[src/rtl/inst_buffer_pkg.sv]
// Shared fetch-side constants and the instruction-buffer entry type.
package inst_buffer_pkg;

  localparam logic RST_EN        = 1'b1;
  localparam int   CPU_ADDR_BUS  = 32;
  localparam int   SRAM_DATA_BUS = 32;
  localparam logic [SRAM_DATA_BUS-1:0] INST_NOOP = '0;
  localparam int   IBUF_DEPTH    = 4;

  typedef struct packed {
    logic [CPU_ADDR_BUS-1:0]  pc;
    logic [SRAM_DATA_BUS-1:0] inst;
  } ibuf_entry_t;

endpackage

[src/rtl/sync_fifo.sv]
// Generic DEPTH x W register FIFO with synchronous clear and a combinational head.
module sync_fifo
  import inst_buffer_pkg::*;
#(
  parameter int DEPTH = 4,
  parameter int W     = 64
) (
  input  logic                     clk,
  input  logic                     rst,
  input  logic                     push,
  input  logic [W-1:0]             push_data,
  input  logic                     pop,
  input  logic                     clear,
  output logic [$clog2(DEPTH):0]   count,
  output logic [W-1:0]             head
);

  localparam int PW = $clog2(DEPTH);

  logic [W-1:0]  mem [DEPTH];
  logic [PW-1:0] rd_ptr;
  logic [PW-1:0] wr_ptr;

  // Storage is not reset; the pointers alone define what is live.
  always_ff @(posedge clk) begin
    if (push) mem[wr_ptr] <= push_data;
  end

  always_ff @(posedge clk) begin
    if (rst == RST_EN || clear) begin
      rd_ptr <= '0;
      wr_ptr <= '0;
      count  <= '0;
    end else begin
      if (push) wr_ptr <= wr_ptr + 1'b1;
      if (pop)  rd_ptr <= rd_ptr + 1'b1;
      case ({push, pop})
        2'b10:   count <= count + 1'b1;
        2'b01:   count <= count - 1'b1;
        default: count <= count;
      endcase
    end
  end

  assign head = mem[rd_ptr];

endmodule

[src/rtl/inst_buffer.sv]
// Fetch instruction buffer: tracks SRAM reads issued by pc, queues {pc, inst}
// pairs for ID, and back-pressures pc by credit so the queue cannot overflow.
module inst_buffer
  import inst_buffer_pkg::*;
#(
  parameter int DEPTH  = IBUF_DEPTH,
  parameter int ADDR_W = CPU_ADDR_BUS,
  parameter int DATA_W = SRAM_DATA_BUS
) (
  input  logic                     CLK,
  input  logic                     RST,
  input  logic                     FETCH_CE,
  input  logic [ADDR_W-1:0]        FETCH_ADDR,
  input  logic [DATA_W-1:0]        SRAM_INST_RDATA,
  output logic                     STALL_PC,
  input  logic                     FLUSH,
  input  logic                     ID_READY,
  output logic                     ID_VALID,
  output logic [ADDR_W-1:0]        ID_PC,
  output logic [DATA_W-1:0]        ID_INST,
  output logic [$clog2(DEPTH):0]   COUNT
);

  localparam int CW = $clog2(DEPTH) + 1;
  localparam int EW = ADDR_W + DATA_W;
  localparam logic [CW-1:0] DEPTH_C = CW'(DEPTH);

  logic              req_v;
  logic              req_kill;
  logic [ADDR_W-1:0] req_pc;
  logic              issue;
  logic              push;
  logic              pop;
  logic [EW-1:0]     head;

  // Credit: one slot is reserved for every read still in flight. Only
  // registered state and FLUSH feed this, so ID_READY never reaches pc.
  assign STALL_PC = ((COUNT + CW'(req_v)) >= DEPTH_C) && !FLUSH;
  assign issue    = FETCH_CE && !STALL_PC;

  // The response landing in a FLUSH cycle belongs to the squashed path.
  assign push = req_v && !req_kill && !FLUSH;

  // ID handshake: an entry moves to ID in any cycle where ID_VALID and
  // ID_READY are both high; ID_VALID never depends on ID_READY.
  assign pop  = ID_VALID && ID_READY;

  always_ff @(posedge CLK) begin
    if (RST == RST_EN) begin
      req_v    <= 1'b0;
      req_kill <= 1'b0;
      req_pc   <= '0;
    end else begin
      req_v    <= issue;
      req_kill <= FLUSH;
      if (issue) req_pc <= FETCH_ADDR;
    end
  end

  sync_fifo #(
    .DEPTH (DEPTH),
    .W     (EW)
  ) u_fifo (
    .clk       (CLK),
    .rst       (RST),
    .push      (push),
    .push_data ({req_pc, SRAM_INST_RDATA}),
    .pop       (pop),
    .clear     (FLUSH),
    .count     (COUNT),
    .head      (head)
  );

  assign ID_VALID = (COUNT != '0);
  assign ID_PC    = ID_VALID ? head[EW-1:DATA_W] : '0;
  assign ID_INST  = ID_VALID ? head[DATA_W-1:0]  : DATA_W'(INST_NOOP);

  always_ff @(posedge CLK) begin
    if (RST != RST_EN) begin
      assert (!(push && COUNT == DEPTH_C));
    end
  end

endmodule

[config.mk]
export PLATFORM = sky130hd
export DESIGN_NAME = inst_buffer
export DESIGN_NICKNAME = d
export VERILOG_FILES = /design/src/rtl/inst_buffer_pkg.sv /design/src/rtl/sync_fifo.sv /design/src/rtl/inst_buffer.sv
export SDC_FILE = /design/constraint.sdc
export NUM_CORES = 1
export LEC_CHECK = 0
export ABC_CLOCK_PERIOD_IN_PS = 8500
export CORE_ASPECT_RATIO = 0.75
export CORE_MARGIN = 3
export CORE_UTILIZATION = 40
export CTS_BUF_LIST = sky130_fd_sc_hd__clkbuf_8
export CTS_CLUSTER_DIAMETER = 40
export DETAILED_ROUTE_END_ITERATION = 7
export GPL_ROUTABILITY_DRIVEN = 1
export GPL_TIMING_DRIVEN = 0
export PLACE_DENSITY_LB_ADDON = 0.1
export REMOVE_ABC_BUFFERS = 1
export SETUP_SLACK_MARGIN = 0.5
export SLEW_MARGIN = 20
export SYNTH_ARGS = -nofsm -noshare
export SYNTH_HDL_FRONTEND = slang
export SYNTH_SLANG_ARGS = --single-unit
[constraint.sdc]
create_clock -name CLK -period 8.5 [get_ports CLK]
set_input_delay 2.55 -clock CLK [delete_from_list [all_inputs] [get_ports CLK]]
set_output_delay 2.55 -clock CLK [all_outputs]
set_load 0.02 [all_outputs]
* Word-level counts from Yosys, hierarchy flattened
Memory sizes are Yosys's and may differ from the RTL's. A register that Yosys moved wholly into a read port is not among the register bits.
Cells that the tools add are included.
** Word-level totals
- Flip-flop bits (word level) :: 41
- Memory bits (writable) :: 256
- Output and inout bits :: 69
- Logic and storage cells :: 33
- Memories kept :: 1
** Memories
- u_fifo.mem :: depth 4, bits a word 64, rd ports 1, clocked after memory_dff 1, write ports 1, line sync_fifo.sv:20 : logic [W-1:0] mem [DEPTH];
** Cells by class
- Add/sub/neg operators :: 5
- $lt $le $gt $ge :: 1
- Equal/unequal tests :: 2
- Mux-type cells :: 7
- Reductions and logical operators :: 11
** Operators with widths (count)
- $mux W32 :: 2
- $pmux W3 S2 :: 1
- $logic_and A1 B1 Y1 :: 5
- $add A2 B1 Y2 const B :: 2
- $mux W2 :: 2
- $add A3 B1 Y3 :: 1
- $add A3 B1 Y3 const B :: 1
- $ge A3 B3 Y1 const B :: 1
- $logic_not A1 Y1 :: 3
- $reduce_bool A3 Y1 :: 1
- $sub A3 B1 Y3 const B :: 1
- $eq A2 B1 Y1 const B :: 1
- $eq A2 B2 Y1 const B :: 1
- $mux W1 :: 2
- $reduce_bool A2 Y1 :: 1
- $logic_or A1 B1 Y1 :: 1

* Longest topological paths before layout
Gate-level depths: netlist (run 1).
- Depth after elaboration :: 5
- Depth in mapped cells :: 9
- Mapped depth without buffers :: 9

* Hierarchy
From an unflattened synthesis (run 1), not the netlist that was laid out.
** Second synthesis, totals
- Cell total of the unflattened synthesis :: 609
- Area, all modules :: 11528.6 um2
** Modules (own cells, without submodules)
- sync_fifo :: times used 1, cells an instance 380, area each 9739.3 um2, sequential area each 7867.5 um2
- inst_buffer :: times used 1, cells an instance 229, area each 1789.2 um2, sequential area each 680.7 um2

* Worst setup path before layout (run 1)
No wires, ideal clock.
- Path type :: input-to-output
- Start :: input port FLUSH
- End :: output port STALL_PC
- Arrival time :: 3.108 ns
- Path slack :: 2.842 ns
- Cell stages on the path :: 4
- Path buffers :: 1
- Cell sequence :: nor2b_1 mux2i_4 inv_4 buf_6
** On the way
- Cells in the longest elaborated chain, start to end :: 2
** RTL lines
- start, declared :: line inst_buffer.sv:16 : input logic FLUSH,
- $logic_not A1 Y1 :: line inst_buffer.sv:38 : assign STALL_PC = ((COUNT + CW'(req_v)) >= DEPTH_C) && !FLUSH;
- $logic_and A1 B1 Y1 :: line inst_buffer.sv:38
- end, declared :: line inst_buffer.sv:15 : output logic STALL_PC,
Every way passes these cells.

* Worst setup path in the final report (run 1)
Same ends and word-level chain as after synthesis.

==> results of run 1 <==
routing by layer:
layer	GRT usage (%)	part of all wire, %	wire, µm	vias to the layer above
li1	-	-	-	2728
met1	20.7	43	10500	3086
met2	27.3	50	12100	187
met3	3.80	5.8	1420	36
met4	4.42	1.7	411	0
met5	0	0	0	-
through the flow:
| step | power (W) | util [%] | std cells |
|---|---|---|---|
| 2_1_floorplan | 0.00170 | - | 572 |
| 5_1_grt | 0.00300 | 50.8 | 1194 |
| 6_report | 0.00288 | 50.8 | 1194 |
| 3_5_place_dp | 0.00177 | 47.6 | 1106 |
| 3_3_place_gp | 0.00176 | 46.5 | 1094 |
| 4_1_cts | 0.00292 | 50.8 | 1194 |
where the power goes:
group	internal, W	switching (W)
registers	0.00161	0.0000120
clock network	0.000614	0.000529
logic	0.0000626	0.0000544
Yosys cell counts, drive strengths merged:
cell type    n  area [µm²]
nand3       34         175
or3          2        12.5
edfxtp     256        7690
or2          1        6.26
inv          8        32.5
dfxtp       43         861
mux2i        1        22.5
o21ai       33         169
xor2         3        26.3
buf         24         200
and2        69         432
mux4        64        1440
xnor2        2        17.5
ha           5        62.6
nor2        10        37.5
fa           1        20.0
nor3         1        10.0
nor2b        4        25.0
a21oi       35         175
clkbuf      15        57.6
flip-flops by register name, indices dropped and copies added, names as in the netlist, named ones only:
signal	cells
req_v	1
u_fifo.mem	256
req_pc	32
u_fifo.count	3
u_fifo.wr_ptr	2
req_kill	1
u_fifo.rd_ptr	2
logic make-up after synthesis:
kind of cell | Yosys count | synth area share (%)
buffers and inverters | 47 | 2.53
and+or+nand+nor | 121 | 6.09
adders and majority gates | 6 | 0.720
DFF | 299 | 74.5
xor gates and xnor gates | 5 | 0.382
AOI/OAI and AO/OA | 68 | 3.00
muxes | 65 | 12.8
worst max-delay path, cell delays in order:
cell	delay [ns]
clkdlybuf4s50_1	0.55
nor2_1	0.09
mux2i_4	0.55
inv_4	0.36
clkdlybuf4s50_1	0.65
how the worst max path moves through the flow:
stage           from          to  slack (ns)
6_report       FLUSH    STALL_PC        1.15
5_1_grt        FLUSH    STALL_PC        1.02
4_1_cts        FLUSH    STALL_PC        1.15
3_5_place_dp   FLUSH    STALL_PC        1.15
3_3_place_gp    flop   ID_PC[14]        0.34
2_1_floorplan   flop  ID_INST[0]        2.35
area by class of cell:
| cell class | instances | share of cell area (%) |
|---|---|---|
| clock buffer | 51 | 4.91 |
| multi-input combinational | 265 | 18.5 |
| inverter | 8 | 0.228 |
| sequential | 299 | 59.9 |
| clock inverter | 37 | 1.40 |
| tap | 385 | 3.37 |
| timing repair buffer | 149 | 11.7 |
cells in the final DEF, fill, tap and decap left out, types with 4 or more instances in the layout:
| cell | n |
|---|---|
| nand3_1 | 33 |
| and2_1 | 65 |
| clkinv_1 | 11 |
| inv_1 | 26 |
| dfxtp_1 | 41 |
| mux4_2 | 64 |
| ha_1 | 5 |
| and2_4 | 4 |
| nor2_1 | 10 |
| a21oi_1 | 35 |
| buf_16 | 9 |
| o21ai_1 | 27 |
| clkbuf_8 | 51 |
| nor2b_1 | 4 |
| clkdlybuf4s50_1 | 135 |
| o21ai_0 | 5 |
| edfxtp_1 | 256 |
==> metrics.yaml, run 1 <==
status:
  outcome: "completed"
timing:
  drv_slew: 0
  slew_headroom_pct: 53.9
  worst_pin_slew_ns: 0.677
  finClkSkew_ns: 0.0141
  hold_slack_ns: 0.495
  fmax_mhz: 136
  rsz0062_at_grt: "false"
  setup_ws_ns: 1.15
  period_needed_ns: 7.35
  post-route-period-util_pct: 86.5
  hold_viol: 0
  finalSetupTns_ns: 0
  finalSetupViolations: 0
cts:
  ctsHoldBuffers: 0
  cts.clk_slew.worst_paths_ns: 0.06
  clk_latency_ns: 0.54
  cts_buffers: 48
  cts_buffer_depth: 3
  clock_sinks: 299
  cts_tree: "done"
  cts_post_setup_buffers_inserted: 0
  htree_levels: 2
  post_cts_resized: 0
  cts_root_buffer: "clkbuf_8"
global_routing:
  grt_max_degree: 39
  antenna_found_initial: 0
  grt_pass1_wl_um: 37700
  grt_pass1_vias: 6624
  grt_usage_pct: 16.0
  overflow: 0
pwr:
  power_leakage_nw: 4.56
  powerDensity_nw_per_um2: 202
  peakVddDrop_uv: 109
drt:
  drtAntennaViolNets: 0
  drc: 0
  routed_wirelength_um: 24400
  wl_per_cell_um: 20.5
  vias_per_cell: 5.06
  vias: 6037
  drt-initial-drc-count: 304
  firstDrtPassIters: 4
die:
  die_h_um: 153
  die-area_um2: 30800
  die_x_um: 202
  core_area_um2: 28100
  io_pins: 138
  rows: 53
  initial_core_util_pct: 40.8
worst_setup_path:
  cp.arrival_ns: 4.80
  rrSetupSlack_ns: 5.93
  startpoint_type: "input pin"
  reg2reg_from: "u_fifo.count[0]"
  cp.required_ns: 5.95
  end_kind: "output pin"
  crit_type: "in2out"
  rr_endpoint: "u_fifo.count[2]"
  cp_max_fo: 34
  rr_worst_depth: 9
cells_and_area:
  n_antenna_cell: 0
  fillers: 2349
  multi_input_area_um2: 2650
  nNetsFinal: 846
  seqCellArea_um2: 8560
  drive_above_1_share_pct: 18.4
  final_area_um2: 14300
  area_growth_pct: 24.5
placement:
  port-buffer-count: 137
  place_hpwl_um: 13900
  dp_slack_ns: 1.15
  dpl_cell_area_um2: 13400
  globalplace.congestion: 0.734
logic_synthesis:
  synth_cell_types: 27
  ys_warn_count: 0
  syn_inst: 611
  synth.cell_area_um2: 11500
  synth_seq_cells: 299
  avgSynthCellArea_um2: 18.8
  yosysSeqAreaShare_pct: 74.5
hold_path:
  holdPathStages: 0
  worstHoldEndpoint: "u_fifo.mem[1][33]"
  hold_class: "reg2reg"
  hp-start: "req_pc[1]"
job:
  maxCapViolCount: 0
(Power assumes the default switching activity.)
==> run 2: changes to the inputs <==
--- a/config.mk
+++ b/config.mk
@@ -5,7 +5,8 @@
 export SDC_FILE = /design/constraint.sdc
 export NUM_CORES = 1
 export LEC_CHECK = 0
-export ABC_CLOCK_PERIOD_IN_PS = 8500
+export ABC_CLOCK_PERIOD_IN_PS = 8300
+export CAP_MARGIN = 25
 export CORE_ASPECT_RATIO = 0.75
 export CORE_MARGIN = 3
 export CORE_UTILIZATION = 40
@@ -14,6 +15,7 @@
 export DETAILED_ROUTE_END_ITERATION = 7
 export GPL_ROUTABILITY_DRIVEN = 1
 export GPL_TIMING_DRIVEN = 0
+export MAX_ROUTING_LAYER = met4
 export PLACE_DENSITY_LB_ADDON = 0.1
 export REMOVE_ABC_BUFFERS = 1
 export SETUP_SLACK_MARGIN = 0.5
==> constraint.sdc (replaced) <==
create_clock -name CLK -period 8.3 [get_ports CLK]
set_input_delay 2.49 -clock CLK [delete_from_list [all_inputs] [get_ports CLK]]
set_output_delay 2.49 -clock CLK [all_outputs]
set_load 0.02 [all_outputs]
==> run 2 against run 1 <==
  * Sequential power up 2%
  * Wire length grew 0.15%
  * Clock skew is 0.0056 ns lower
  * Critical endpoint unchanged
  * Largest cell class unchanged
  * Sequential cell count unchanged
  * Power rose by 2.8%
  * Clock-buffer cell count is 3 higher
  * Critical path depth is the same
  * Register-to-register slack got worse by 0.23 ns
  * Design area barely moved
  * Critical path type unchanged
  * Combinational power is essentially flat
  * Sequential share of layout area fell by 0.052 points
  * First-iteration DRC count rose by 3.3%
==> metrics.yaml, run 2 (synthesis gave the netlist of run 1 again) <==
worst_setup_path:
  rr_worst_depth: 9
  worstSetupStartpoint: "FLUSH"
  end_kind: "output pin"
  cp_max_fo: 34
  cp.required_ns: 5.81
  rr_endpoint: "u_fifo.count[2]"
  rrSetupSlack_ns: 5.70
  reg2reg_from: "u_fifo.count[0]"
  crit_type: "in2out"
  cp.arrival_ns: 4.73
  startpoint_type: "input pin"
timing:
  hold_viol: 0
  rsz0062_at_grt: "false"
  drv_slew: 0
  finalSetupTns_ns: 0
  post-route-period-util_pct: 87.0
  slew_headroom_pct: 54.2
  fmax_mhz: 138
  worst_pin_slew_ns: 0.673
  finalSetupViolations: 0
  period_needed_ns: 7.22
  finClkSkew_ns: 0.00854
  setup_ws_ns: 1.08
pwr:
  power_leakage_nw: 4.55
  peakVddDrop_uv: 110
  powerDensity_nw_per_um2: 207
placement:
  globalplace.congestion: 0.743
  dp_cells: 1106
  place_hpwl_um: 13900
  dp_slack_ns: 1.07
  port-buffer-count: 137
global_routing:
  grt_max_degree: 39
  antenna_found_initial: 0
  grt_pass1_wl_um: 37900
  overflow: 0
  grt_pass1_vias: 6658
  grt_usage_pct: 16.6
cts:
  post_cts_resized: 0
  clock_sinks: 299
  cts_buffers: 48
  clk_latency_ns: 0.55
  cts_buffer_depth: 3
  cts_post_setup_buffers_inserted: 0
  cts_tree: "done"
  htree_levels: 2
  cts_root_buffer: "clkbuf_8"
  ctsHoldBuffers: 0
  cts.clk_slew.worst_paths_ns: 0.06
drt:
  drc: 0
  wl_per_cell_um: 20.5
  vias: 6023
  drtAntennaViolNets: 0
  vias_per_cell: 5.05
  firstDrtPassIters: 4
  drt-initial-drc-count: 314
  routed_wirelength_um: 24500
cells_and_area:
  layout_common_cells: "edfxtp_1, clkdlybuf4s50_1, and2_1"
  reg_top3: "u_fifo.mem (256), req_pc (32), u_fifo.count (3)"
  drive_above_1_share_pct: 19.3
  layout_commonest_cell: "edfxtp_1"
  nNetsFinal: 846
  n_antenna_cell: 0
  area_growth_pct: 24.6
  fin_cells: 1193
  largest_reg_flops: 256
  regMostFlops: "u_fifo.mem"
  fillers: 2357
die:
  core_area_um2: 28100
  initial_core_util_pct: 40.8
  rows: 53
  io_pins: 138
  die_x_um: 202
  die_h_um: 153
  die-area_um2: 30800
hold_path:
  worstHoldEndpoint: "u_fifo.mem[0][47]"
  holdPathStages: 0
  hp-start: "req_pc[15]"
  hold_class: "reg2reg"
status:
  outcome: "completed"
job:
  maxCapViolCount: 0
==> run 2: final cells by class <==
type / count / area, µm² / area share (%)
clock buffer: 54 / 743 / 5.20
clock inverter: 33 / 171 / 1.20
inverter: 8 / 32.5 / 0.228
multi-input combinational: 265 / 2650 / 18.5
sequential: 299 / 8560 / 59.8
tap: 385 / 482 / 3.37
timing repair buffer: 149 / 1660 / 11.6
==> run 2: worst max-delay path by stage <==
stage               cells after the start          to  slack, ns
global placement                        3   ID_PC[14]       0.20
global route                            5    STALL_PC       0.93
floorplan                               2  ID_INST[0]       2.21
finish                                  5    STALL_PC       1.08
CTS                                     5    STALL_PC       1.06
detailed placement                      5    STALL_PC       1.07
==> run 2: power breakdown <==
group          switching [W]  internal (W)  total (W)  leakage, nW
registers          0.0000122       0.00165    0.00166         2.64
logic              0.0000561     0.0000641   0.000120         1.39
clock network       0.000551      0.000629    0.00118        0.531
total               0.000619       0.00234    0.00296         4.55
==> run 2: worst max-delay path: stages <==
cell,delay (ns)
clkdlybuf4s50_1,0.55
nor2_1,0.09
mux2i_4,0.55
inv_4,0.37
clkdlybuf4s50_1,0.65
==> run 2: through the flow <==
step | util, % | hold slack [ns] | power (W) | instance area [µm²]
after floorplan | - | 0.454 | 0.00174 | 11200
after global placement | 46.5 | 0.464 | 0.00181 | 13100
after detailed placement | 47.6 | 0.481 | 0.00182 | 13400
after CTS | 50.8 | 0.495 | 0.00301 | 14300
after global routing | 50.8 | 0.511 | 0.00308 | 14300
final | 50.8 | 0.492 | 0.00296 | 14300
==> run 2: routing by layer <==
metal  track usage (%)  up-vias  routed length [µm]
li1                  -     2726                   -
met4              5.08        0                 533
met2              26.5      189               11800
met1              21.5     3061               10800
met3              3.52       47                1330
met5                 -        -                   0
